===== src/rtl/hidden_backprop_seq_pkg.sv =====
// hbp_pkg: shared types and helpers for the hidden-neuron weight-update engine.
//   - hbp_state_e : FSM state encoding
//   - *_DEF       : default parameter values for the engine and its interface
//   - err_w/prod_w/sum_w : derived datapath widths
//   - sat_to_w    : clamp a wide signed value into a W-bit two's-complement range
package hbp_pkg;

  typedef enum logic [1:0] {
    ST_IDLE   = 2'd0,
    ST_UPDATE = 2'd1,
    ST_DONE   = 2'd2
  } hbp_state_e;

  localparam int unsigned N_IN_DEF     = 4;
  localparam int unsigned W_WIDTH_DEF  = 8;
  localparam int unsigned H_WIDTH_DEF  = 10;
  localparam int unsigned F_WIDTH_DEF  = 19;
  localparam int unsigned LR_SHIFT_DEF = 12;

  // Working width of the clamp helper; every datapath width must fit in it.
  localparam int unsigned SAT_CALC_W = 64;

  // target - final needs one extra bit to never overflow.
  function automatic int unsigned err_w(input int unsigned f_width);
    return f_width + 1;
  endfunction

  // (err * 2) is err_w+1 bits; hidden is zero-extended to h_width+1 signed bits.
  function automatic int unsigned prod_w(input int unsigned f_width,
                                         input int unsigned h_width);
    return err_w(f_width) + 1 + h_width + 1;
  endfunction

  function automatic int unsigned sum_w(input int unsigned d_width,
                                        input int unsigned w_width);
    return ((d_width > w_width) ? d_width : w_width) + 1;
  endfunction

  localparam int unsigned ERR_W_DEF  = err_w(F_WIDTH_DEF);
  localparam int unsigned PROD_W_DEF = prod_w(F_WIDTH_DEF, H_WIDTH_DEF);
  localparam int unsigned SUM_W_DEF  = sum_w(PROD_W_DEF, W_WIDTH_DEF);

  function automatic logic signed [SAT_CALC_W-1:0] sat_to_w(
    input logic signed [SAT_CALC_W-1:0] value,
    input int unsigned                  w_width
  );
    logic signed [SAT_CALC_W-1:0] hi;
    logic signed [SAT_CALC_W-1:0] lo;
    hi = (64'sd1 <<< (w_width - 1)) - 64'sd1;
    lo = -(64'sd1 <<< (w_width - 1));
    if (value > hi) begin
      return hi;
    end else if (value < lo) begin
      return lo;
    end
    return value;
  endfunction

endpackage


===== src/rtl/hidden_backprop_seq_if.sv =====
// hidden_backprop_seq_if: control/data bundle between the training controller
// (master) and the weight-update engine (slave).
//   slave inputs : en_i, start_i, x_i, hidden_val_i, final_i, target_i,
//                  zero_weight_reset_i, load_i, load_idx_i, load_data_i
//   slave outputs: w_flat_o (weight 0 in LSBs), busy_o, done_o, sat_o
interface hidden_backprop_seq_if
  import hbp_pkg::*;
#(
  parameter int unsigned N_IN    = N_IN_DEF,
  parameter int unsigned W_WIDTH = W_WIDTH_DEF,
  parameter int unsigned H_WIDTH = H_WIDTH_DEF,
  parameter int unsigned F_WIDTH = F_WIDTH_DEF
);

  localparam int unsigned IDX_W = (N_IN > 1) ? $clog2(N_IN) : 1;

  logic                      en_i;
  logic                      start_i;
  logic [N_IN-1:0]           x_i;
  logic [H_WIDTH-1:0]        hidden_val_i;
  logic [F_WIDTH-1:0]        final_i;
  logic [F_WIDTH-1:0]        target_i;
  logic                      zero_weight_reset_i;
  logic                      load_i;
  logic [IDX_W-1:0]          load_idx_i;
  logic [W_WIDTH-1:0]        load_data_i;
  logic [N_IN*W_WIDTH-1:0]   w_flat_o;
  logic                      busy_o;
  logic                      done_o;
  logic                      sat_o;

  modport slave (
    input  en_i, start_i, x_i, hidden_val_i, final_i, target_i,
           zero_weight_reset_i, load_i, load_idx_i, load_data_i,
    output w_flat_o, busy_o, done_o, sat_o
  );

  modport master (
    output en_i, start_i, x_i, hidden_val_i, final_i, target_i,
           zero_weight_reset_i, load_i, load_idx_i, load_data_i,
    input  w_flat_o, busy_o, done_o, sat_o
  );

endinterface


===== src/rtl/hidden_backprop_seq_sat_step.sv =====
// hbp_sat_step: combinational single-weight update.
//   w_i     : current weight (signed, W_WIDTH)
//   delta_i : scaled gradient step (signed, D_WIDTH)
//   w_o     : w_i + delta_i clamped to the W_WIDTH signed range
//   sat_o   : high when the clamp changed the sum
module hbp_sat_step
  import hbp_pkg::*;
#(
  parameter int unsigned W_WIDTH = W_WIDTH_DEF,
  parameter int unsigned D_WIDTH = PROD_W_DEF
) (
  input  logic signed [W_WIDTH-1:0] w_i,
  input  logic signed [D_WIDTH-1:0] delta_i,
  output logic signed [W_WIDTH-1:0] w_o,
  output logic                      sat_o
);

  localparam int unsigned SUM_W = sum_w(D_WIDTH, W_WIDTH);

  logic signed [SUM_W-1:0]      sum;
  logic signed [SAT_CALC_W-1:0] sum_ext;
  logic signed [SAT_CALC_W-1:0] clamped;

  always_comb begin
    sum     = SUM_W'(w_i) + SUM_W'(delta_i);
    sum_ext = SAT_CALC_W'(sum);
    clamped = sat_to_w(sum_ext, W_WIDTH);
    w_o     = clamped[W_WIDTH-1:0];
    sat_o   = (clamped != sum_ext);
  end

endmodule


===== src/rtl/hidden_backprop_seq.sv =====
// hidden_backprop_seq: sequential weight-update engine for one hidden neuron.
// On start it latches the forward result, target, hidden activation and input
// mask, then walks the weights one per cycle applying a saturating,
// learning-rate-scaled gradient step to weights whose input bit is set.
//   clk_i : clock, rising edge
//   rst_i : synchronous active-high reset
//   bus   : hidden_backprop_seq_if.slave (controls, operands, weights, status)
//
// state     | meaning
// ----------+-------------------------------------------------------------
// ST_IDLE   | waiting for start; direct weight loads accepted
// ST_UPDATE | processing weight idx_q, one per enabled cycle
// ST_DONE   | one-cycle done pulse, returns to ST_IDLE unconditionally
module hidden_backprop_seq
  import hbp_pkg::*;
#(
  parameter int unsigned N_IN     = N_IN_DEF,
  parameter int unsigned W_WIDTH  = W_WIDTH_DEF,
  parameter int unsigned H_WIDTH  = H_WIDTH_DEF,
  parameter int unsigned F_WIDTH  = F_WIDTH_DEF,
  parameter int unsigned LR_SHIFT = LR_SHIFT_DEF
) (
  input  logic                  clk_i,
  input  logic                  rst_i,
  hidden_backprop_seq_if.slave  bus
);

  localparam int unsigned IDX_W  = (N_IN > 1) ? $clog2(N_IN) : 1;
  localparam int unsigned ERR_W  = err_w(F_WIDTH);
  localparam int unsigned GRAD_W = ERR_W + 1;
  localparam int unsigned PROD_W = prod_w(F_WIDTH, H_WIDTH);

  hbp_state_e state_q, state_d;
  logic [IDX_W-1:0] idx_q, idx_d;

  logic [N_IN-1:0]           x_q;
  logic [H_WIDTH-1:0]        hid_q;
  logic signed [F_WIDTH-1:0] fin_q;
  logic signed [F_WIDTH-1:0] tgt_q;
  logic signed [W_WIDTH-1:0] w_q [N_IN];
  logic                      sat_q;

  logic capture;
  logic step;
  logic load_we;
  logic last_idx;

  logic signed [ERR_W-1:0]   err;
  logic signed [GRAD_W-1:0]  grad;
  logic signed [H_WIDTH:0]   hid_ext;
  logic signed [PROD_W-1:0]  prod;
  logic signed [PROD_W-1:0]  delta;
  logic signed [W_WIDTH-1:0] cur_w;
  logic signed [W_WIDTH-1:0] new_w;
  logic                      new_sat;
  logic [N_IN*W_WIDTH-1:0]   w_flat;

  assign last_idx = (idx_q == IDX_W'(N_IN - 1));

  always_comb begin
    state_d = state_q;
    idx_d   = idx_q;
    capture = 1'b0;
    step    = 1'b0;
    unique case (state_q)
      ST_IDLE: begin
        if (bus.start_i && bus.en_i) begin
          state_d = ST_UPDATE;
          idx_d   = '0;
          capture = 1'b1;
        end
      end
      ST_UPDATE: begin
        if (bus.en_i) begin
          step = 1'b1;
          if (last_idx) begin
            state_d = ST_DONE;
          end else begin
            idx_d = idx_q + 1'b1;
          end
        end
      end
      ST_DONE: begin
        state_d = ST_IDLE;
      end
      default: begin
        state_d = ST_IDLE;
      end
    endcase
    // Clearing the weights aborts any pass in flight without a done pulse.
    if (bus.zero_weight_reset_i) begin
      state_d = ST_IDLE;
      idx_d   = '0;
      capture = 1'b0;
      step    = 1'b0;
    end
  end

  assign load_we = (state_q == ST_IDLE) && bus.load_i && !bus.zero_weight_reset_i;

  always_ff @(posedge clk_i) begin
    if (rst_i) begin
      state_q <= ST_IDLE;
      idx_q   <= '0;
    end else begin
      state_q <= state_d;
      idx_q   <= idx_d;
    end
  end

  always_ff @(posedge clk_i) begin
    if (rst_i) begin
      x_q   <= '0;
      hid_q <= '0;
      fin_q <= '0;
      tgt_q <= '0;
    end else if (capture) begin
      x_q   <= bus.x_i;
      hid_q <= bus.hidden_val_i;
      fin_q <= bus.final_i;
      tgt_q <= bus.target_i;
    end
  end

  // The step is identical for every weight in a pass; only the mask differs.
  always_comb begin
    err     = ERR_W'(tgt_q) - ERR_W'(fin_q);
    grad    = $signed({err, 1'b0});
    hid_ext = $signed({1'b0, hid_q});
    prod    = PROD_W'(grad) * PROD_W'(hid_ext);
    delta   = prod >>> LR_SHIFT;
    cur_w   = w_q[idx_q];
  end

  hbp_sat_step #(
    .W_WIDTH (W_WIDTH),
    .D_WIDTH (PROD_W)
  ) u_sat_step (
    .w_i     (cur_w),
    .delta_i (delta),
    .w_o     (new_w),
    .sat_o   (new_sat)
  );

  // A load in the same cycle as start lands before the first weight is read.
  always_ff @(posedge clk_i) begin
    if (rst_i || bus.zero_weight_reset_i) begin
      for (int i = 0; i < int'(N_IN); i++) begin
        w_q[i] <= '0;
      end
    end else begin
      if (load_we) begin
        w_q[bus.load_idx_i] <= bus.load_data_i;
      end
      if (step && x_q[idx_q]) begin
        w_q[idx_q] <= new_w;
      end
    end
  end

  // Sticky across zero_weight_reset so the controller can still read it.
  always_ff @(posedge clk_i) begin
    if (rst_i) begin
      sat_q <= 1'b0;
    end else if (capture) begin
      sat_q <= 1'b0;
    end else if (step && x_q[idx_q] && new_sat) begin
      sat_q <= 1'b1;
    end
  end

  always_comb begin
    w_flat = '0;
    for (int i = 0; i < int'(N_IN); i++) begin
      w_flat[i*W_WIDTH +: W_WIDTH] = w_q[i];
    end
  end

  assign bus.w_flat_o = w_flat;
  assign bus.busy_o   = (state_q != ST_IDLE);
  assign bus.done_o   = (state_q == ST_DONE);
  assign bus.sat_o    = sat_q;

endmodule

===== src/flat_wrapper.sv =====
// flat-port wrapper written by rule: the top's interface ports become plain ports
module hidden_backprop_seq_flat import hbp_pkg::*;
#(
  parameter int unsigned N_IN     = N_IN_DEF,
  parameter int unsigned W_WIDTH  = W_WIDTH_DEF,
  parameter int unsigned H_WIDTH  = H_WIDTH_DEF,
  parameter int unsigned F_WIDTH  = F_WIDTH_DEF,
  parameter int unsigned LR_SHIFT = LR_SHIFT_DEF
)
  (clk_i, rst_i, bus_en_i, bus_start_i, bus_x_i, bus_hidden_val_i, bus_final_i, bus_target_i, bus_zero_weight_reset_i, bus_load_i, bus_load_idx_i, bus_load_data_i, bus_w_flat_o, bus_busy_o, bus_done_o, bus_sat_o);
  hidden_backprop_seq_if #(.N_IN(N_IN), .W_WIDTH(W_WIDTH), .H_WIDTH(H_WIDTH), .F_WIDTH(F_WIDTH)) bus_i ();
  input  logic clk_i;
  input  logic rst_i;
  input wire logic [$bits(bus_i.en_i)-1:0] bus_en_i;
  input wire logic [$bits(bus_i.start_i)-1:0] bus_start_i;
  input wire logic [$bits(bus_i.x_i)-1:0] bus_x_i;
  input wire logic [$bits(bus_i.hidden_val_i)-1:0] bus_hidden_val_i;
  input wire logic [$bits(bus_i.final_i)-1:0] bus_final_i;
  input wire logic [$bits(bus_i.target_i)-1:0] bus_target_i;
  input wire logic [$bits(bus_i.zero_weight_reset_i)-1:0] bus_zero_weight_reset_i;
  input wire logic [$bits(bus_i.load_i)-1:0] bus_load_i;
  input wire logic [$bits(bus_i.load_idx_i)-1:0] bus_load_idx_i;
  input wire logic [$bits(bus_i.load_data_i)-1:0] bus_load_data_i;
  output wire logic [$bits(bus_i.w_flat_o)-1:0] bus_w_flat_o;
  output wire logic [$bits(bus_i.busy_o)-1:0] bus_busy_o;
  output wire logic [$bits(bus_i.done_o)-1:0] bus_done_o;
  output wire logic [$bits(bus_i.sat_o)-1:0] bus_sat_o;
  assign bus_i.en_i = bus_en_i;
  assign bus_i.start_i = bus_start_i;
  assign bus_i.x_i = bus_x_i;
  assign bus_i.hidden_val_i = bus_hidden_val_i;
  assign bus_i.final_i = bus_final_i;
  assign bus_i.target_i = bus_target_i;
  assign bus_i.zero_weight_reset_i = bus_zero_weight_reset_i;
  assign bus_i.load_i = bus_load_i;
  assign bus_i.load_idx_i = bus_load_idx_i;
  assign bus_i.load_data_i = bus_load_data_i;
  assign bus_w_flat_o = bus_i.w_flat_o;
  assign bus_busy_o = bus_i.busy_o;
  assign bus_done_o = bus_i.done_o;
  assign bus_sat_o = bus_i.sat_o;
  hidden_backprop_seq #(.N_IN(N_IN), .W_WIDTH(W_WIDTH), .H_WIDTH(H_WIDTH), .F_WIDTH(F_WIDTH), .LR_SHIFT(LR_SHIFT)) u_core (.clk_i(clk_i), .rst_i(rst_i), .bus(bus_i));
endmodule

===== config.mk =====
export PLATFORM = sky130hd
export DESIGN_NAME = hidden_backprop_seq_flat
export DESIGN_NICKNAME = d
export VERILOG_FILES = /design/src/rtl/hidden_backprop_seq_pkg.sv /design/src/rtl/hidden_backprop_seq_if.sv /design/src/rtl/hidden_backprop_seq_sat_step.sv /design/src/rtl/hidden_backprop_seq.sv /design/src/flat_wrapper.sv
export SDC_FILE = /design/constraint.sdc
export NUM_CORES = 1
export LEC_CHECK = 0
export ABC_AREA = 1
export ABC_CLOCK_PERIOD_IN_PS = 9200
export BUFFER_PORTS_ARGS = -buffer_cell sky130_fd_sc_hd__clkbuf_2
export CORE_MARGIN = 5
export CORE_UTILIZATION = 41
export CTS_CLUSTER_SIZE = 40
export DETAILED_ROUTE_END_ITERATION = 16
export GPL_ROUTABILITY_DRIVEN = 0
export PLACE_DENSITY = 0.62
export SYNTH_ARGS = -nofsm -noshare
export SYNTH_HDL_FRONTEND = slang
export SYNTH_SLANG_ARGS = --single-unit

===== constraint.sdc =====
create_clock -name clk_i -period 9.2 [get_ports clk_i]
set_input_delay 1.38 -clock clk_i [delete_from_list [all_inputs] [get_ports clk_i]]
set_output_delay 1.38 -clock clk_i [all_outputs]
set_load 0.02 [all_outputs]

==> summary.md <==
| Metric | Value |
|---|---|
| Slowest stage delay, CP | 0.62 ns |
| Pre-CTS setup slack | -0.0369 ns |
| Hold endpoint | u_core.tgt_q[8] |
| Syn-to-layout area delta | 11.8% |
| Sequential power share | 13.8% |
| Yosys top cell by area | fa_1 |
| Count leader, synth | inv_1 |
| CTS Root Cell | clkbuf_16 |
| Reg clk slew, reported paths | 0.07 ns |
| Pwr per Cell Area | 216 nW/um2 |
| Starting density of the core | 41.6% |
| DRT iter0 DRCs | 536 |
| Synth cell count leaders | 412 x inv_1, 320 x nand2_1, 189 x nor2_1 |
| Final Critical Period | 8.66 ns |
| Worst Path Required | 9.40 ns |
| Initial antenna violation count | 0 |
| Number of max-cap violations | 0 |
| Worst Tran Pin Value | 0.902 ns |
| Vias in the first global route | 11.9k |
| Site Rows | 66 |
| Crit-path leading delay family | adder cells |
| Async set-reset flop share out of synthesis | 0% |
| Hold Startpoint | u_core.tgt_q[8] |
| Clk_lat worst skew | 0.35 ns |
| Cts bufs inserted | 9 |
| Crit end category | flip-flop |
| Clock buffer depth | 2 |
| 1st-pass router iterations | 7 |
| Gr usage total | 19.6% |
| Top cells by area in the synthesized netlist | fa_1 26%, inv_1 11%, ha_1 10%, nand2_1 8.8%, dfxtp_1 8.7% |
| Post-DP HPWL | 30.0 mm |
| Vias | 11.7k |
| Total length of routed wires | 35.6 mm |
| Multiplexer share of the synthesized area | 0% |
| Post-synthesis xor/xnor area fraction | 2.97% |
| R2r startpoint | u_core.fin_q[12] |
| Drt via density | 4.92 |
| Startpoint types | flip-flop |
| EDFF count, synth | 32 |
| Complex-gate fraction of the synthesized area | 11.7% |
| Fin cells | 2367 |
| H-tree depth | 3 |
| Core Box Area | 32600 um2 |
| Status | finished clean |
| Post-Synthesis Cells | 1827 |
| GRT Residual Overflow | 0 |
| Critical path buffer and inverter count | 8 |
| Maximum vdd drop | 0.000113 V |
| Port Buffers | 102 |
| P_leak | 0.00770 uW |
| Combinational Power Share | 74.6% |
| Largest family of logic cells by synthesized area | adder cells |
| # IOs | 103 |
| WL/cell | 15.1 um |
| Die Height | 192 um |
| Synth unique cells | 53 |
| Reg2Reg Setup Slack | 0.54 ns |
| Die X-Extent | 192 um |
| Internal power | 1490 uW |
| Final setup viols | 0 |
| Die area | 36800 um2 |
| Achievable Freq | 115 MHz |
| DRC | 0 |
| Clock Power Share | 11.6% |
| Post-route clock period utilization | 94.1% |
| Worst relative slew slack | 39.8% |
| Register-to-Register Path Depth | 41 |
| Post-synthesis adder-cell area fraction | 36.1% |
| Sw Share | 54.7% |
| CTS tree | yes |
| Layout Nets | 2274 |
| Synth Flop Type | dfxtp_1 |
| Post-route worst setup slack | 0.541 ns |
| Min-Delay Path Depth | 2 |
| Largest net degree at the start of global routing | 106 |
| Slew Limit Fails | 0 |
| Reg-to-reg endpoint | u_core.w_q[0][4] |
| Antenna Cells | 0 |
| Worst-path fanout max | 8 |
| Arrival time worst endpoint | 8.86 ns |
| Simple-Gate Fraction of Synth Area | 20.7% |
| Max Clock Skew | 0.0134 ns |
| Final ANT Viol Nets | 0 |
| WS Path Type | flip-flop to flip-flop |
| Syn Area/Cell | 7.43 um2 |
| Layout cell share with drive strength beyond 1 | 12.7% |
| Switching pwr | 1800 uW |
| CP max stage cell | fa_2 |
| Placed insts | 2344 |
| Post-Syn Nets | 2181 |
| Clk sinks | 91 |
| Sequential area share after synthesis | 15.8% |
| Post-Syn Area | 13600 um2 |
| Cell mode on critical path | nand2_1 |
| CTS Hold Bufs | 0 |
| Yosys top cell area share | 26.0% |
| First-pass GRT wire length | 58.7 mm |
| HP Class | flip-flop to flip-flop |
| Final hold vios | 0 |
| Register bit total from synthesis | 91 |
| Ys Warns | 0 |
[final cells by class]
class | count | area [um2]
Tap cell | 442 | 553
Clock inverter | 6 | 71.3
Inverter | 420 | 1580
Sequential cell | 91 | 2140
Fill cell | 3281 | 17400
Clock buffer | 10 | 229
Multi-Input combinational cell | 1275 | 9900
Timing Repair Buffer | 123 | 701
[through the flow]
stage / hold WS, ns / TNS [ns] / power, uW / instance area, um2 / util, %
after detailed placement: 0.443 / -0.202 / 2820 / 14600 / 44.7
after CTS: 0.456 / 0 / 3220 / 14900 / 45.7
after floorplan: 0.424 / 0 / 2220 / 13600 / -
final: 0.451 / 0 / 3280 / 15200 / 46.5
after global placement: 0.440 / 0 / 2800 / 14600 / 44.7
after global routing: 0.470 / -0.108 / 3620 / 15200 / 46.5
[flip-flops by register name, summed over array words and instances (netlist names), named ones only]
name,count
u_core.idx_q,2
u_core.bus.sat_o,1
u_core.tgt_q,19
u_core.state_q,2
u_core.fin_q,19
u_core.x_q,4
u_core.w_q,32
u_core.hid_q,10
[worst max path at each step]
stage                           startpoint                to  slack (ns)  cells after the start
final                     u_core.fin_q[12]  u_core.w_q[0][4]        0.54                     41
after global routing       u_core.tgt_q[0]  u_core.w_q[2][6]       -0.03                     42
after CTS                  u_core.fin_q[9]  u_core.w_q[1][6]        0.13                     39
after detailed placement   u_core.fin_q[9]  u_core.w_q[0][4]       -0.04                     38
after global placement     u_core.fin_q[9]  u_core.w_q[0][4]       0.004                     38
after floorplan            u_core.tgt_q[0]  u_core.w_q[0][0]        1.41                     41
[placed cells by master, fill, tap and decap left out, drive strengths merged, types with 3 or more instances in the layout]
cell type,synthesis,routed
clkinv,3,4
ha,110,110
buf,3,21
dfxtp,59,59
edfxtp,32,32
nor2,198,198
xnor2,21,21
inv,417,419
nand3,59,59
clkbuf,38,112
nand3b,5,5
o21ai,93,93
nor3,16,16
a211oi,3,3
a31oi,5,5
o21bai,6,6
nand2,341,341
fa,176,176
a21oi,152,152
and2,3,3
xor2,25,25
or2,17,17
nand4,13,13
o22ai,12,12
o21a,4,4
[worst register-to-register path, delay by kind of cell (launching register included)]
kind | cells | cell delay [ns]
buf+inv | 8 | 0.73
fa+ha+maj | 8 | 3.88
compound gates | 6 | 1.16
xor+xnor | 1 | 0.17
simple gates | 18 | 2.26
flops | 1 | 0.31
[timing repair]
action,4_1_cts,5_1_grt
pin swaps,1,5
resized for setup,0,49
gates cloned,0,0
setup endpoints to repair,22,33
setup buffers,2,4
[power by group through the flow]
stage	Sequential (uW)	Clock [uW]	Combinational, uW
floorplan	464	0	1750
global placement	460	0	2340
detailed placement	461	0	2360
CTS	452	390	2370
global route	454	402	2770
finish	452	382	2450
[per-layer routing]
| layer | routed length (um) | up-vias | global-route usage [%] |
|---|---|---|---|
| met1 | 16300 | 5448 | 27.0 |
| met2 | 16300 | 319 | 31.8 |
| met4 | 1220 | 0 | 6.74 |
| met3 | 1880 | 68 | 2.93 |
| li1 | - | 5822 | - |
| met5 | 0 | - | 0 |
[kinds of logic (layout without fill, tap and decap cells)]
family,count (synthesis),in the layout
xor+xnor,46,46
compound gates,289,289
buf+inv,461,559
flops,91,91
fa+ha+maj,286,286
simple gates,654,654
No activity file was read; power rests on OpenSTA's default activity.
